$ cat src/rtl/pc_sequencer.sv
// Program-counter sequencer: increment, relative branch, absolute jump, and
// call/return through a small hardware return-address stack. Updates on the falling edge.
module pc_sequencer #(
  parameter int ADDR_W      = 8,
  parameter int OFF_W       = 7,
  parameter int STEP        = 1,
  parameter int RESET_ADDR  = 0,
  parameter int STACK_DEPTH = 4
) (
  input  logic              clock,
  input  logic              reset,
  input  logic              enable,
  input  logic [2:0]        modo,
  input  logic [OFF_W-1:0]  incremento,
  input  logic [ADDR_W-1:0] destino,
  output logic [ADDR_W-1:0] saida_pc,
  output logic [ADDR_W-1:0] pc_seq,
  output logic              pilha_cheia,
  output logic              pilha_vazia,
  output logic              erro_overflow,
  output logic              erro_underflow
);

  localparam int PTR_W = $clog2(STACK_DEPTH) + 1;
  localparam int IDX_W = PTR_W - 1;
  localparam logic [PTR_W-1:0] FULL_PTR = PTR_W'(STACK_DEPTH);

  typedef enum logic [2:0] {
    MODO_INC  = 3'b000,
    MODO_REL  = 3'b001,
    MODO_JMP  = 3'b010,
    MODO_CALL = 3'b011,
    MODO_RET  = 3'b100
  } modo_e;

  logic [ADDR_W-1:0] pc_q, pc_d;
  logic [PTR_W-1:0]  ptr_q, ptr_d;
  logic              ovf_q, ovf_d;
  logic              unf_q, unf_d;
  logic              push;
  logic [ADDR_W-1:0] off_ext;
  logic [IDX_W-1:0]  push_idx;
  logic [IDX_W-1:0]  top_idx;
  logic [ADDR_W-1:0] stack_q [STACK_DEPTH];

  assign off_ext  = ADDR_W'($signed(incremento));
  assign push_idx = ptr_q[IDX_W-1:0];
  // When full, the low index bits wrap to 0, so subtracting 1 still lands on the top entry.
  assign top_idx  = ptr_q[IDX_W-1:0] - IDX_W'(1);

  assign saida_pc       = pc_q;
  assign pc_seq         = pc_q + ADDR_W'(STEP);
  assign pilha_cheia    = (ptr_q == FULL_PTR);
  assign pilha_vazia    = (ptr_q == '0);
  assign erro_overflow  = ovf_q;
  assign erro_underflow = unf_q;

  always_comb begin
    pc_d  = pc_q;
    ptr_d = ptr_q;
    ovf_d = ovf_q;
    unf_d = unf_q;
    push  = 1'b0;
    if (enable) begin
      case (modo)
        MODO_REL: pc_d = pc_q + off_ext;
        MODO_JMP: pc_d = destino;
        MODO_CALL: begin
          pc_d = destino;
          if (!pilha_cheia) begin
            push  = 1'b1;
            ptr_d = ptr_q + PTR_W'(1);
          end else begin
            ovf_d = 1'b1;
          end
        end
        MODO_RET: begin
          if (!pilha_vazia) begin
            pc_d  = stack_q[top_idx];
            ptr_d = ptr_q - PTR_W'(1);
          end else begin
            pc_d  = pc_seq;
            unf_d = 1'b1;
          end
        end
        default: pc_d = pc_seq;
      endcase
    end
  end

  always_ff @(negedge clock) begin
    if (reset) begin
      pc_q  <= ADDR_W'(RESET_ADDR);
      ptr_q <= '0;
      ovf_q <= 1'b0;
      unf_q <= 1'b0;
    end else begin
      pc_q  <= pc_d;
      ptr_q <= ptr_d;
      ovf_q <= ovf_d;
      unf_q <= unf_d;
    end
  end

  // Stack storage carries no reset; its contents are meaningless while the pointer is 0.
  always_ff @(negedge clock) begin
    if (!reset && push) begin
      stack_q[push_idx] <= pc_seq;
    end
  end

endmodule

$ cat config.mk
export PLATFORM = sky130hd
export DESIGN_NAME = pc_sequencer
export DESIGN_NICKNAME = d
export VERILOG_FILES = /design/src/rtl/pc_sequencer.sv
export SDC_FILE = /design/constraint.sdc
export NUM_CORES = 1
export LEC_CHECK = 0
export ABC_AREA = 1
export CAP_MARGIN = 20
export CORE_MARGIN = 2
export CORE_UTILIZATION = 54
export DETAILED_ROUTE_END_ITERATION = 16
export PLACE_DENSITY = 0.8
export SYNTH_ARGS = -nofsm -noshare
export SYNTH_HDL_FRONTEND = slang
export SYNTH_SLANG_ARGS = --single-unit
$ cat constraint.sdc
create_clock -name clock -period 2.6 [get_ports clock]
set_input_delay 0.39 -clock clock [delete_from_list [all_inputs] [get_ports clock]]
set_output_delay 0.39 -clock clock [all_outputs]
set_load 0.05 [all_outputs]
==> results.md, run 1 <==
- Num CTS Buffers: 5
- Complex-gate fraction of the synthesized area: roughly 7.7%
- Synth Area in Adders: under 10%
- Post-Synth XOR/XNOR Area: between 1 and 1.5%
- Sequential area share after synthesis: between 40% and 50%
- Ys async rst share: 0%
- Row cnt: 25
- Area share of the largest cell type after synthesis: between 30% and 40%
- Ports: 41
- Error msg: [ERROR DPL-0033] detailed placement checks failed during check placement.
- Stopped at: clock tree synthesis
- Post-Syn Area per Cell: 7.94 sq um
- Most frequent cells after synthesis: 91 x nand2_1, 43 x inv_1, 36 x nor2_1, 33 x nand3_1, 32 x edfxtp_1
- # clock sinks: 45
- Pre-CTS setup slack: -0.830 ns
- GP Congestion: roughly 0.9
- Chip height: approximately 74 microns
- Cts hold-fix bufs: 0
- Largest family of logic cells by synthesized area: simple AND/OR/NAND/NOR gates
- Port Buf Inserts: 40
- Count leader, synth: nand2_1
- Initial core utilization: a little under three fifths
- Die W: 73.8 microns
- Yosys cell types: 27
- #FFs+latches synth: 45
- Status: did not finish
- Synth area leader: edfxtp_1
- H-tree levels: 2
- Max clock buf depth: 2
- Placed inst area: about 4000 sq um
- Post-Syn Instances: approximately 330
- Setup Buffers After CTS: 29
- Multiplexer share of the synthesized area: 0%
- Synth top area cells: edfxtp_1 37%, nand2_1 13%, dfxtp_1 9.9%
- Yosys Warn Count: 0
- Synth Flop Type: edfxtp_1
- Count of cells resized by post-cts repair: just over 80
- Root Driver: clkbuf_8
- Area of the mapped netlist: about 2600 sq um
- Post-synth EDFFs: 32
- Synth Area in Simple Gates: ~29%
- Detailed placement HPWL: 5450 microns
- Synth Net Count: 366
kinds of logic after synthesis:
family,after synthesis
adders and majority gates,14
xor gates and xnor gates,4
and+or+nand+nor,174
AOI/OAI and AO/OA,38
DFF,45
buffers and inverters,56
per-stage QoR:
| stage | utilization (%) | instances | hold WS, ns |
|---|---|---|---|
| 2_1_floorplan | - | 331 | 0.575 |
| 3_5_place_dp | 82.4 | 484 | 0.524 |
| 3_3_place_gp | 82.4 | 484 | 0.519 |
==> inputs of run 2 (changes only) <==
- CORE_UTILIZATION: 54 -> 40
- PLACE_DENSITY: 0.8 -> not set
- PLACE_DENSITY_LB_ADDON: not set -> 0.15
==> run 2 against run 1 <==
The flow now finishes, with violations (setup timing). Synthesized cell count unchanged. Synthesized area unchanged.
==> results.md, run 2 <==
- Status: complete, but fails checks
- Failing checks: setup timing
- Largest Register: stack_q
- Routed vias: between 2000 and 3000
- Ys async rst share: 0%
- Drt drc: 0
- Layout cell share with drive strength beyond 1: between 30% and 40%
- Reg2Reg Setup Slack: between 0.8 and 0.9 ns
- Worst Max-Slew Pin Slew: roughly 0.29 ns
- Clock-pin slew on the worst setup and hold paths: ~0.04 ns
- WS Path Type: flip-flop to output port
- Post-Syn Instances: 331
- Chip height: roughly 85 microns
- Worst R2R Start: saida_pc[0]
- Crit-path max cell delay: roughly 0.36 ns
- Max reg flops: 32
- Worst VDD drop: roughly 0.00037 V
- N_diodes: 0
- Largest net degree at the start of global routing: 21
- Final Skew: around 0.014 ns
- Footprint of the multi-input gates: between 1500 and 2000 sq um
- Type of destination of the critical path: output port
- Clk Latency, worst-skew pair: 0.38 ns
- Worst Setup Start Kind: flip-flop
- # clock sinks: 45
- #FFs+latches synth: 45
- Vias per Instance: ~5.0
- Tot GR Track Use: between 20 and 25%
- Final hold vios: 0
- Final wirelength: about 7700 microns
- Yosys Warn Count: 0
- Initial antenna violation count: 0
- Core ar.: 6350 sq um
- Slew Limit Fails: 0
- Vias in the first global route: approximately 2800
- First-pass GRT wire length: around 12000 microns
- Slew headroom: between 80% and 90%
- Synth area leader: edfxtp_1
- Final setup fails: 18
- PwrDens: 487 nW/um^2
- Yosys cell types: 27
- Detailed placement HPWL: roughly 5200 microns
- Leakage: roughly 2.1 nW
- Area of the mapped netlist: around 2600 sq um
- RSZ-0062 raised after global routing: true
- Nets: between 500 and 600
- Min-delay src: erro_overflow
- Die area: 7240 sq um
- Num CTS Buffers: 5
- Util after Layout: between 70% and 80%
- Synth Net Count: about 370
- Max clock buf depth: 2
- Hold worst-path end: erro_overflow
- Hold path depth: 2
- Critical Path, Cell by Cell: buf_6 -> clkinvlp_4 -> nor2_4 -> nand2_1 -> nand2_1 -> nand2_2 -> clkinvlp_4 -> buf_12
- Worst Hold Class: flip-flop to flip-flop
- Drt first pass iters: 6
- FF-to-FF End: saida_pc[2]
- Post-Syn Area per Cell: roughly 7.9 sq um
- Register area: around 1300 sq um
- Root Driver: clkbuf_8
- Initial core utilization: between 40% and 50%
- CTS tree: done
- Starting DRT DRC Count: approximately 120
- Sequential area share after synthesis: approximately 46%
- Area share of the largest cell type after synthesis: 36.6%
- Hold_ws: approximately 0.50 ns
- Setup_tns: -5.49 ns
- GRT overflow: 0
- Max-cap violation count: 0
- Most frequent cells after synthesis: 91 x nand2_1, 43 x inv_1, 36 x nor2_1, 33 x nand3_1, 32 x edfxtp_1
- Die W: 85.1 microns
- Most frequent cells in the layout: 80 x inv_1, 79 x nand2_1, 50 x buf_4
- Synth top area cells: edfxtp_1 37%, nand2_1 13%, dfxtp_1 9.9%
- DRT antenna net count: 0
- Area Growth Syn to Fin: 72.6%
- Critical Path Fanout Max: 3
- Ports: slightly above 40
- Count leader, synth: nand2_1
- H-tree levels: 2
- Post-synth EDFFs: 32
- Commonest non-fill, non-tap cell in the layout: inv_1
- Row cnt: 29
- GP Congestion: ~0.88
- Synth Flop Type: edfxtp_1
- Crit-path slowest cell: dfxtp_4
- Worst endpoint required time: roughly 2.2 ns
- Layout fillers: roughly 470
- Final Power: about 2.2 mW
- DR WL/cell: between 10 and 15 microns
- Worst reg2reg path depth: 9
- Port Buf Inserts: 40
- CP arrival: between 2 and 3 ns
- Fin worst setup slack: -0.631 ns
-- run 2: routing by layer --
layer  share of wire, %  up-vias  routed length (microns)  track usage, %
met3                6.2       12                      473            5.93
met1                 41     1323                     3170            25.0
li1                   -     1376                        -               -
met5                  0        -                        0               0
met2                 51       97                     3910            36.4
met4                1.6        0                      123            10.4
-- run 2: layout make-up --
cell class	count	share of cell area (%)
clock inverter	48	4.25
inverter	49	5.43
multi-input combinational	230	33.4
tap	77	2.12
timing repair buffer	105	25.6
sequential	45	27.7
clock buffer	5	1.52
-- run 2: through the flow --
step                std cells  area (sq um)  worst slack [ns]
detailed placement        492          3900            -0.893
floorplan                 331          2870            -0.547
finish                    559          4540            -0.631
global placement          492          3900            -0.850
global route              559          4540            -0.699
CTS                       558          4450            -0.621
-- run 2: what timing repair did --
item | CTS | global route
pin swaps | 21 | 19
hold buffers | 0 | 0
endpoints found under the hold margin | 0 | 0
resized for setup | 70 | 31
endpoints found under the setup margin | 62 | 27
gates cloned | 0 | 0
setup buffers | 16 | 6
-- run 2: power by group --
group	total (mW)	switching, mW	internal (mW)	leakage [nW]
combinational	0.660	0.346	0.314	1.40
sequential	0.810	0.0172	0.793	0.405
clock	0.738	0.452	0.286	0.289
-- run 2: worst max-delay path by stage --
stage,to,cells past startpoint,from,slack [ns]
3_3_place_gp,ptr_q[1],7,modo[2],-0.85
4_1_cts,pc_seq[7],7,saida_pc[0],-0.62
6_report,pc_seq[7],8,saida_pc[0],-0.63
2_1_floorplan,pc_seq[7],5,saida_pc[0],-0.55
5_1_grt,pc_seq[7],8,saida_pc[0],-0.70
3_5_place_dp,saida_pc[2],8,incremento[0],-0.89
-- run 2: logic make-up after synthesis --
group | after synthesis | share of synthesized area, %
XOR/XNOR | 4 | 1.33
buffers and inverters | 56 | 8.66
adder cells (fa/ha/maj) | 14 | 7.23
AND/OR/NAND/NOR | 174 | 28.7
flip-flops | 45 | 46.5
AO/OA/AOI/OAI | 38 | 7.66
-- run 2: worst max-delay path, delay by kind of cell, from the launching register on --
family	cells	cell delay, ns
buffers and inverters	4	0.45
flip-flops	1	0.36
AND/OR/NAND/NOR	4	0.36
Power figures use the tool's default switching activity.
==> inputs of run 3 (changes only) <==
- clock period: 2.6 -> 3.1 ns (I/O delays scaled with it)
==> run 3 against run 2 <==
The flow still finishes with violations (setup timing). Clock skew grew 0.00065 ns. Non-clock buffer count rose by 1. Utilization down 0.91 points. Via count is 3.3% lower. Largest power group is now the clock network.
==> results.md, run 3 (synthesized netlist as in run 2, its figures left out) <==
- Status: complete, but fails checks
- Failing checks: setup timing
- Critical Path Fanout Max: 3
- Worst Max-Slew Pin Slew: around 0.32 ns
- Crit-path max cell delay: 0.36 ns
- Num CTS Buffers: 5
- Final wirelength: between 7000 and 8000 microns
- Leakage: 2.11 nW
- Worst Hold Class: flip-flop to flip-flop
- Layout cell share with drive strength beyond 1: roughly a third
- Commonest non-fill, non-tap cell in the layout: nand2_1
- Max-cap violation count: 0
- Chip height: between 80 and 90 microns
- FF-to-FF End: saida_pc[2]
- Crit-path slowest cell: dfxtp_4
- Dpl cells: around 490
- Register area: approximately 1200 sq um
- Min-delay src: erro_underflow
- Row cnt: 29
- CP top delay family: buffers and inverters
- Worst endpoint required time: approximately 2.6 ns
- Ports: 41
- Design area: approximately 4500 sq um
- Nets: about 520
- Clk Latency, worst-skew pair: approximately 0.37 ns
- Slew headroom: 78.8%
- Reg2Reg Setup Slack: approximately 1.3 ns
- Int Power: 1.24 mW
- WP buf/inv: 4
- Starting DRT DRC Count: 98
- Core ar.: roughly 6300 sq um
- Most frequent cells in the layout: 83 x nand2_1, 79 x inv_1, 55 x buf_4
- RSZ-0062 raised after global routing: true
- Worst VDD drop: about 0.00027 V
- Hold worst-path end: erro_underflow
- Largest Register: stack_q
- Routed vias: between 2000 and 3000
- Worst Setup Start Kind: flip-flop
- Root Driver: clkbuf_8
- Switching share of power: a little over a third
- DR WL/cell: 13.5 microns
- CP arrival: roughly 3 ns
- Initial antenna violation count: 0
- Logic pwr share: about 28%
- Net Sw Power: between 600 and 700 uW
- First-pass GRT wire length: between 10000 and 15000 microns
- Cts hold-fix bufs: 0
- Final setup fails: 12
- Pre-CTS setup slack: -0.649 ns
- Die area: around 7200 sq um
- Drt first pass iters: 5
- Clock-pin slew on the worst setup and hold paths: 0.04 ns
- Fin worst setup slack: -0.416 ns
- Initial core utilization: between 40% and 50%
- Final hold vios: 0
- Vias in the first global route: ~2800
- Placed inst area: between 3000 and 4000 sq um
- Clock power share: 36.6%
- H-tree levels: 2
- Largest net degree at the start of global routing: 21
- Worst R2R Start: saida_pc[0]
- Reg power frac: approximately 36%
- Setup_tns: -2.75 ns
- GRT overflow: 0
- Tot GR Track Use: between 20% and 30%
- DRT antenna net count: 0
- Drt drc: 0
- Max reg flops: 32
- Die W: roughly 85 microns
- PwrDens: ~430 nW/um^2
- Port Buf Inserts: 40
- Type of destination of the critical path: output port
- Worst reg2reg path depth: 9
- WS Path Type: flip-flop to output port
- CTS tree: done
- Critical Path, Cell by Cell: buf_6 -> clkinvlp_4 -> nor2_4 -> nand3_2 -> nand2_2 -> clkinvlp_4 -> buf_12
- GP Congestion: 0.859
- Cell with the most instances on the worst path: clkinvlp_4
- N_diodes: 0
- Final Skew: 0.0144 ns
- Footprint of the multi-input gates: about 1500 sq um
- Slew Limit Fails: 0
- Vias per Instance: a little under 5
- # clock sinks: 45
- Final cell count without fillers: 560
- Area Growth Syn to Fin: 70.4%
- Layout fillers: between 400 and 500
- Max clock buf depth: 2
- Util after Layout: approximately 71%
- Detailed placement HPWL: 5300 microns
- Hold path depth: 2
[run 3: tightest hold or removal path, stage by stage (launching register included)]
cell and delay (ns):
dfxtp_1 0.36, a31oi_1 0.06, nor2_1 0.07
[run 3: final cells by class]
class / count / share of cell area, %
repair buffers: 106 / 25.8
clock buffers: 5 / 1.54
multi-input cells: 230 / 32.7
inverters: 49 / 5.11
flip-flops and latches: 45 / 27.8
well taps: 77 / 2.15
clock inverters: 48 / 4.89
[run 3: stage by stage]
step	power (mW)	hold WS, ns
global route	2.03	0.592
finish	1.90	0.532
global placement	1.24	0.526
floorplan	1.02	0.576
detailed placement	1.24	0.527
CTS	1.90	0.541
[run 3: worst max-delay path by stage]
stage / from / to / cells past startpoint / slack (ns)
3_5_place_dp: incremento[0] / saida_pc[2] / 8 / -0.65
4_1_cts: saida_pc[0] / pc_seq[7] / 7 / -0.44
5_1_grt: saida_pc[1] / pc_seq[6] / 7 / -0.49
2_1_floorplan: saida_pc[0] / pc_seq[7] / 5 / -0.37
3_3_place_gp: incremento[0] / saida_pc[2] / 8 / -0.60
6_report: saida_pc[0] / pc_seq[7] / 7 / -0.42
[run 3: per-layer routing]
layer / track usage [%] / vias up / wire [microns]
met4: 11.0 / 0 / 112
li1: - / 1373 / -
met5: 0 / - / 0
met1: 25.3 / 1261 / 3140
met2: 36.4 / 71 / 3960
met3: 3.99 / 9 / 342
[run 3: what timing repair did]
| item | in CTS | in global routing |
|---|---|---|
| setup endpoints to repair | 53 | 31 |
| buffers inserted | 11 | 6 |
| pin swaps | 17 | 13 |
| resized for setup | 40 | 21 |
[run 3: power by group through the flow]
stage	clock, mW	sequential, mW	combinational [mW]
2_1_floorplan	0.0890	0.720	0.211
3_3_place_gp	0.0890	0.684	0.467
3_5_place_dp	0.0890	0.684	0.471
4_1_cts	0.716	0.678	0.502
5_1_grt	0.779	0.679	0.568
6_report	0.697	0.679	0.529
==> inputs of run 4 (changes only) <==
- CAP_MARGIN: 20 -> 10
- CORE_ASPECT_RATIO: not set -> 0.8
==> run 4 against run 3 <==
The flow still finishes with violations (setup timing). Count of clock-buffer cells in the layout unchanged. Highest routed layer unchanged. Sequential power about the same. Flip-flop and latch count unchanged. Utilization down 0.86 points. Hold slack better by 0.019 ns. Register-to-register slack worse by 0.08 ns. Critical endpoint unchanged. Clock skew up 0.012 ns. Die area about the same.
==> results.md, run 4 (synthesized netlist as in run 2, its figures left out) <==
- FF-to-FF End: saida_pc[2]
- Layout cell share with drive strength beyond 1: ~33%
- Final hold vios: 0
- Worst Setup Start Kind: flip-flop
- Slew headroom: between 70% and 80%
- Hold path depth: 2
- Tot GR Track Use: between 20% and 30%
- Starting DRT DRC Count: around 170
- Die W: about 95 microns
- Initial antenna violation count: 0
- N_diodes: 0
- Critical Path Fanout Max: 3
- Row cnt: 26
- Crit-path slowest cell: dfxtp_4
- Crit-path max cell delay: between 0.3 and 0.4 ns
- Slew Limit Fails: 0
- Clock-pin slew on the worst setup and hold paths: 0.04 ns
- Max reg flops: 32
- Root Driver: clkbuf_8
- Final setup fails: 11
- Initial core utilization: between 40 and 50%
- Drt drc: 0
- Status: complete, but fails checks
- CP arrival: between 3 and 4 ns
- Final wirelength: roughly 7400 microns
- Worst Max-Slew Pin Slew: 0.329 ns
- Type of destination of the critical path: output port
- Largest Register: stack_q
- Met2 Track Usage GR: between 30% and 40%
- Routed vias: 2713
- Worst R2R Start: saida_pc[0]
- Worst VDD drop: ~0.00027 V
- Commonest non-fill, non-tap cell in the layout: nand2_1
- # clock sinks: 45
- Area Growth Syn to Fin: 69.0%
- Most frequent cells in the layout: 82 x nand2_1, 79 x inv_1, 51 x buf_4
- First-pass GRT wire length: about 12000 microns
- Hold worst-path end: erro_underflow
- GRT met3 Usage: around 6.5%
- GRT overflow: 0
- Vias per Instance: 4.82
- Worst Hold Class: flip-flop to flip-flop
- Worst endpoint required time: 2.63 ns
- Clk Latency, worst-skew pair: 0.38 ns
- RSZ-0062 raised after global routing: true
- Worst reg2reg path depth: 9
- Failing checks: setup timing
- CTS tree: done
- Max-cap violation count: 0
- Drt first pass iters: 4
- Fin worst setup slack: -0.411 ns
- Cell with the most instances on the worst path: clkinvlp_4
- WS Path Type: flip-flop to output port
- Max clock buf depth: 2
- Top Usage Layer GRT: met2
- Util after Layout: between 60% and 70%
- Reg2Reg Setup Slack: 1.19 ns
- Nets: 513
- Leakage: approximately 2.1 nW
- PwrDens: between 400 and 500 nW/um^2
- Ports: 41
- H-tree levels: 2
- GP Congestion: 0.787
- DR WL/cell: roughly 13 microns
- Largest net degree at the start of global routing: 21
- Port Buf Inserts: 40
- DRT antenna net count: 0
- Detailed placement HPWL: around 5300 microns
- Chip height: 76.5 microns
- Grt met1 use: around a quarter
- Final Skew: 0.0259 ns
- Setup_tns: -2.72 ns
- Num CTS Buffers: 5
- Critical Path, Cell by Cell: buf_6 -> clkinvlp_4 -> nor2_4 -> nand3_2 -> nand2_2 -> clkinvlp_4 -> buf_12
- Die area: between 7000 and 8000 sq um
- Core ar.: between 6000 and 7000 sq um
- Vias in the first global route: 2794
- Min-delay src: erro_underflow
run 4: worst max-delay path by stage:
stage | startpoint | to | slack (ns)
after global routing | saida_pc[0] | pc_seq[7] | -0.48
after floorplan | saida_pc[0] | pc_seq[7] | -0.37
after detailed placement | incremento[0] | saida_pc[2] | -0.66
after global placement | incremento[0] | saida_pc[2] | -0.59
final | saida_pc[0] | pc_seq[7] | -0.41
after CTS | saida_pc[0] | pc_seq[6] | -0.43
run 4: power breakdown:
group / total, mW / switching (mW) / leakage, nW / internal, mW
sequential: 0.680 / 0.0143 / 0.403 / 0.666
combinational: 0.526 / 0.274 / 1.36 / 0.251
clock: 0.752 / 0.353 / 0.308 / 0.399
total: 1.96 / 0.642 / 2.08 / 1.32
run 4: layout make-up:
cell class	count	area (sq um)
Fill cell	501	1930
Multi-Input combinational cell	230	1430
Sequential cell	45	1250
Timing Repair Buffer	102	1120
Clock inverter	48	238
Inverter	49	229
Tap cell	84	105
Clock buffer	5	68.8
run 4: worst max-delay path: cells and delay by family, from the launching register on:
family / cells / cell delay, ns
buf+inv: 4 / 0.49
flops: 1 / 0.35
simple gates: 3 / 0.31
run 4: repair_timing:
action                                  in CTS  in global routing
pin swaps                                   17                 12
buffers inserted                             9                  3
resized for setup                           36                 23
hold buffers                                 0                  0
endpoints found under the setup margin      54                 43
hold endpoints to repair                     0                  0
run 4: per-layer routing:
layer,part of all wire (%),vias to the layer above
met3,5.8,7
met2,50,74
met4,0.80,0
li1,-,1377
met1,44,1255
met5,0,-
run 4: stage by stage:
step | cell area (sq um) | instances | hold slack (ns) | power (mW) | setup WS [ns]
detailed placement | 3850 | 500 | 0.537 | 1.25 | -0.664
global route | 4440 | 563 | 0.584 | 2.09 | -0.483
finish | 4440 | 563 | 0.552 | 1.96 | -0.411
global placement | 3850 | 500 | 0.525 | 1.24 | -0.589
CTS | 4320 | 560 | 0.556 | 1.96 | -0.429
floorplan | 2800 | 331 | 0.576 | 1.02 | -0.372
